`config.mk`:
```
export PLATFORM = sky130hd
export DESIGN_NAME = sbqm_queue_ctrl
export DESIGN_NICKNAME = d
export VERILOG_FILES = /design/src/rtl/sbqm_queue_ctrl.sv
export SDC_FILE = /design/constraint.sdc
export NUM_CORES = 1
export LEC_CHECK = 0
export BUFFER_PORTS_ARGS = -buffer_cell sky130_fd_sc_hd__buf_2
export CORE_UTILIZATION = 30
export CTS_BUF_LIST = sky130_fd_sc_hd__clkbuf_8 sky130_fd_sc_hd__clkbuf_16
export DETAILED_ROUTE_END_ITERATION = 7
export SETUP_SLACK_MARGIN = 0.2
export SKIP_CTS_REPAIR_TIMING = 1
export SYNTH_ARGS = -nofsm -noshare
export SYNTH_HDL_FRONTEND = slang
export SYNTH_SLANG_ARGS = --single-unit
export TNS_END_PERCENT = 30
```
`constraint.sdc`:
```
create_clock -name clk -period 2.8 [get_ports clk]
set_input_delay 0.7 -clock clk [delete_from_list [all_inputs] [get_ports clk]]
set_output_delay 0.7 -clock clk [all_outputs]
set_load 0.005 [all_outputs]
```
`src/rtl/sbqm_queue_ctrl.sv`:
```
// Bank queue controller: counts people passing two photocells and estimates
// the wait time from the queue length and the number of open tellers.
module sbqm_queue_ctrl #(
    parameter int SYNC_STAGES = 2,
    parameter int MAX_P       = 7
) (
    input  logic       clk,
    input  logic       rst_n,
    input  logic       back_sensor,
    input  logic       front_sensor,
    input  logic [1:0] tcount,
    output logic [2:0] pcount,
    output logic [4:0] wtime,
    output logic       full,
    output logic       empty,
    output logic       ovf_err,
    output logic       unf_err,
    output logic [1:0] dbg_state
);

    typedef enum logic [1:0] {
        ST_EMPTY   = 2'd0,
        ST_PARTIAL = 2'd1,
        ST_FULL    = 2'd2
    } state_t;

    localparam logic [2:0] MAX_CNT = 3'(MAX_P);

    state_t                 r_state;
    logic [2:0]             r_pcount;
    logic [4:0]             r_wtime;
    logic [1:0]             r_treg;
    logic                   r_full;
    logic                   r_empty;
    logic                   r_ovf;
    logic                   r_unf;
    logic [SYNC_STAGES-1:0] r_back_sync;
    logic [SYNC_STAGES-1:0] r_front_sync;
    logic                   r_back_hist;
    logic                   r_front_hist;
    logic                   w_entry;
    logic                   w_exit;

    // One event per rising edge: synchronized level high while history still low.
    assign w_entry = r_back_sync[SYNC_STAGES-1] & ~r_back_hist;
    assign w_exit  = r_front_sync[SYNC_STAGES-1] & ~r_front_hist;

    always_ff @(posedge clk or negedge rst_n) begin
        if (!rst_n) begin
            r_back_sync  <= '0;
            r_front_sync <= '0;
            r_back_hist  <= 1'b0;
            r_front_hist <= 1'b0;
            r_treg       <= 2'd0;
        end else begin
            r_back_sync  <= {r_back_sync[SYNC_STAGES-2:0], back_sensor};
            r_front_sync <= {r_front_sync[SYNC_STAGES-2:0], front_sensor};
            r_back_hist  <= r_back_sync[SYNC_STAGES-1];
            r_front_hist <= r_front_sync[SYNC_STAGES-1];
            r_treg       <= tcount;
        end
    end

    // Simultaneous events at the boundaries: the legal one is counted, the other flagged.
    always_ff @(posedge clk or negedge rst_n) begin
        if (!rst_n) begin
            r_state  <= ST_EMPTY;
            r_pcount <= 3'd0;
            r_full   <= 1'b0;
            r_empty  <= 1'b1;
            r_ovf    <= 1'b0;
            r_unf    <= 1'b0;
        end else begin
            r_ovf <= 1'b0;
            r_unf <= 1'b0;
            case (r_state)
                ST_EMPTY: begin
                    if (w_exit) r_unf <= 1'b1;
                    if (w_entry) begin
                        r_pcount <= 3'd1;
                        r_empty  <= 1'b0;
                        if (MAX_P == 1) begin
                            r_state <= ST_FULL;
                            r_full  <= 1'b1;
                        end else begin
                            r_state <= ST_PARTIAL;
                        end
                    end
                end
                ST_PARTIAL: begin
                    if (w_entry && !w_exit) begin
                        r_pcount <= r_pcount + 3'd1;
                        if (r_pcount + 3'd1 == MAX_CNT) begin
                            r_state <= ST_FULL;
                            r_full  <= 1'b1;
                        end
                    end else if (w_exit && !w_entry) begin
                        r_pcount <= r_pcount - 3'd1;
                        if (r_pcount == 3'd1) begin
                            r_state <= ST_EMPTY;
                            r_empty <= 1'b1;
                        end
                    end
                end
                ST_FULL: begin
                    if (w_entry) r_ovf <= 1'b1;
                    if (w_exit) begin
                        r_pcount <= MAX_CNT - 3'd1;
                        r_full   <= 1'b0;
                        if (MAX_P == 1) begin
                            r_state <= ST_EMPTY;
                            r_empty <= 1'b1;
                        end else begin
                            r_state <= ST_PARTIAL;
                        end
                    end
                end
                default: begin
                    r_state  <= ST_EMPTY;
                    r_pcount <= 3'd0;
                    r_full   <= 1'b0;
                    r_empty  <= 1'b1;
                end
            endcase
        end
    end

    // floor(3*(p+t-1)/t) tabulated for every legal p and t; zero when p or t is zero.
    function automatic logic [4:0] wait_lut(input logic [2:0] p, input logic [1:0] t);
        logic [4:0] v;
        v = 5'd0;
        case (t)
            2'd1: case (p)
                3'd1: v = 5'd3;  3'd2: v = 5'd6;  3'd3: v = 5'd9;  3'd4: v = 5'd12;
                3'd5: v = 5'd15; 3'd6: v = 5'd18; 3'd7: v = 5'd21; default: v = 5'd0;
            endcase
            2'd2: case (p)
                3'd1: v = 5'd3;  3'd2: v = 5'd4;  3'd3: v = 5'd6;  3'd4: v = 5'd7;
                3'd5: v = 5'd9;  3'd6: v = 5'd10; 3'd7: v = 5'd12; default: v = 5'd0;
            endcase
            2'd3: case (p)
                3'd1: v = 5'd3;  3'd2: v = 5'd4;  3'd3: v = 5'd5;  3'd4: v = 5'd6;
                3'd5: v = 5'd7;  3'd6: v = 5'd8;  3'd7: v = 5'd9;  default: v = 5'd0;
            endcase
            default: v = 5'd0;
        endcase
        return v;
    endfunction

    always_ff @(posedge clk or negedge rst_n) begin
        if (!rst_n) r_wtime <= 5'd0;
        else        r_wtime <= wait_lut(r_pcount, r_treg);
    end

    assign pcount    = r_pcount;
    assign wtime     = r_wtime;
    assign full      = r_full;
    assign empty     = r_empty;
    assign ovf_err   = r_ovf;
    assign unf_err   = r_unf;
    assign dbg_state = r_state;

endmodule

```
==> qor.yml <==
clock_latency_ns: 0.27
cts_inserted_buffers: 3
crit_type: "reg -> reg"
synthMuxAreaShare_pct: 1.01
path_delay_family: "adder cells"
grt_pass1_vias: 833
path_clk_slew_ns: 0.07
grt_antenna_before_repair: 0
syn_inst: 107
synth_area_leaders: "dfrtp_1 47%, ha_1 12%, o21ai_0 4.5%"
fin_crit_ns: 1.93
worstPathArrival_ns: 2.11
root_buffer: "clkbuf_8"
swShare_pct: 35.0
core_area_um2: 3440
num_antenna_cells: 0
synth_top_area_cell: "dfrtp_1"
fill_cells: 333
synth_top_family_by_area: "compound AO/OA/AOI/OAI gates"
syn-cell-area_um2: 1120
synth_compound_area_share_pct: 17.9
ys_ff_latch: 22
synth_top_area_share_pct: 46.9
crit_required_ns: 2.98
vias_per_cell: 4.91
p_int_uw: 802
drc: 0
finalMaxSlewViolations: 0
grt_overflow: 0
die_y_um: 63.1
relSlewSlack_pct: 68.1
crit_buf_inv: 0
drtIter0Drc: 26
worstHoldPathType: "reg -> reg"
status: "finished clean"
routabilityCongestion: 0.808
yosys.area_share.simple_pct: 14.7
synth.most_common_cell: "dfrtp_1"
fp-row-count: 21
worstMarginPinSlew_ns: 0.479
irDropWorstVdd_v: 0.000269
port_buffers: 19
slowest_stage: "dfrtp_1"
initial_core_util_pct: 32.5
final_util_pct: 38.4
area_growth_pct: 18.0
max-cap-violations: 0
final_cell_count_no_fill: 172
routedWlPerCell_um: 12.2
fmax_ghz: 0.518
vias: 844
timing.final.ws_setup_ns: 0.870
switchingPower_uw: 432
syn_nets: 124
yosysSeqAreaShare_pct: 49.3
cp-end-kind: "register"
place_inst: 168
layout-drive-gt1-share_pct: 23.0
drt-pass1-iter-count: 4
die_x_um: 63.1
cts_tree: "yes"
io_pins: 20
finalSetupViolCount: 0
grt_max_degree: 23
fin_tns_setup_ns: 0
syn_avg_cell_area_um2: 10.5
dieArea_um2: 3980
clock_power_share_pct: 24.0
hold_violations: 0
layout.nets: 144
grt_usage_pct: 12.3
pre_cts_slack_ns: 0.931
fin_area_um2: 1320
power_density_nw_per_um2: 935
routed_wl_um: 2100
cpMostUsedCell: "ha_1"
drtAntennaViolNets: 0
synthArstFlopShare_pct: 100
dp_hpwl_um: 1510
grt_pass1_wl_um: 3780
rsz0062_at_grt: "false"
synth_enable_flop_cells: 0
fin_crit_sh_pct: 68.9
ys_types: 34
htree_num_levels: 1
synth_ff_type: "dfrtp_1"
cts.sinks: 22
worstSetupStartpointType: "register"
synth_fa_ha_area_share_pct: 12.3
clk_path_buf_depth: 2
yosys_warnings: 0
crit_path_max_fanout: 9
placed_area_um2: 1250
cpPeakStageDelay_ns: 0.48
yosys.area_share.xor_xnor_pct: 0.782
clock-skew-final_ns: 0.00820
cp_cell_sequence: "ha_1 -> ha_1 -> and3b_1 -> a31oi_1 -> o22ai_1 -> o21ai_0"
p_leak_nw: 0.648
power_frac_seq_pct: 38.6
combPwrFrac_pct: 37.4
synth_common_cells: "21 x dfrtp_1, 13 x nor2_1, 11 x ha_1"
[cells in the final DEF, fill, tap and decap left out, types with 2 or more instances in the layout]
| cell | synthesis | routed |
|---|---|---|
| dfrtp_1 | 21 | 21 |
| nor2b_1 | 3 | 3 |
| clkbuf_8 | 0 | 3 |
| a31oi_1 | 3 | 3 |
| buf_2 | 0 | 19 |
| ha_1 | 11 | 11 |
| nor2_1 | 13 | 13 |
| nand2_1 | 7 | 7 |
| inv_1 | 6 | 6 |
| a21oi_1 | 5 | 5 |
| o21ai_0 | 10 | 10 |
| nand2b_1 | 2 | 2 |
[metal layers]
| layer | vias to the layer above | global-route usage [%] | share of wire, % |
|---|---|---|---|
| met5 | - | 0 | 0 |
| met4 | 0 | 7.85 | 2.8 |
| met3 | 5 | 1.63 | 4.3 |
| met2 | 28 | 19.2 | 44 |
| met1 | 402 | 15.9 | 49 |
| li1 | 409 | - | - |
[kinds of logic (layout without fill, tap and decap cells)]
logic type	Yosys count	in the layout
multiplexers	1	1
XOR/XNOR	1	1
adder cells (fa/ha/maj)	11	11
AO/OA/AOI/OAI	30	30
AND/OR/NAND/NOR	32	32
buffers and inverters	10	29
flip-flops	22	22
[flip-flops by register name, summed over array words and instances, names as in the netlist, 2 cells and up]
| register | count |
|---|---|
| r_treg | 2 |
| r_back_sync | 2 |
| r_front_sync | 2 |
| dbg_state | 2 |
| wtime | 5 |
| pcount | 3 |
[layout make-up]
class	instances	area (µm²)	area share [%]
Sequential cell	22	552	41.8
Multi-Input combinational cell	75	523	39.6
Timing Repair Buffer	19	95.1	7.20
Tap cell	46	57.6	4.36
Clock buffer	3	41.3	3.12
Clock inverter	1	30.0	2.27
Inverter	6	22.5	1.70
[power by group through the flow]
stage	registers [mW]	logic [mW]	clock network [mW]
final	0.477	0.462	0.297
after floorplan	0.459	0.344	0
after global routing	0.493	0.532	0.314
after global placement	0.479	0.450	0
after detailed placement	0.485	0.459	0
after CTS	0.480	0.464	0.305
[path summary, 6_finish.rpt]
path / startpoint / to / slack [ns] / cells after the start
worst min-delay path: r_back_sync[0] / r_back_sync[1] / 0.35 / 0
min in group asynchronous: rst_n / wtime[1] / 0.38 / 1
worst max-delay path: pcount[0] / dbg_state[0] / 0.87 / 6
worst max register to register: pcount[0] / dbg_state[0] / 0.87 / 6
max in group asynchronous: rst_n / empty / 2.06 / 1
worst min register to register: r_back_sync[0] / r_back_sync[1] / 0.35 / 0
[metrics by stage]
step                      total power, mW  hold WS (ns)
after floorplan                     0.803         0.331
after global placement              0.929         0.332
final                                1.23         0.353
after CTS                            1.25         0.354
after global routing                 1.34         0.363
after detailed placement            0.945         0.336
Note: power is estimated with default switching activity, not from simulation.
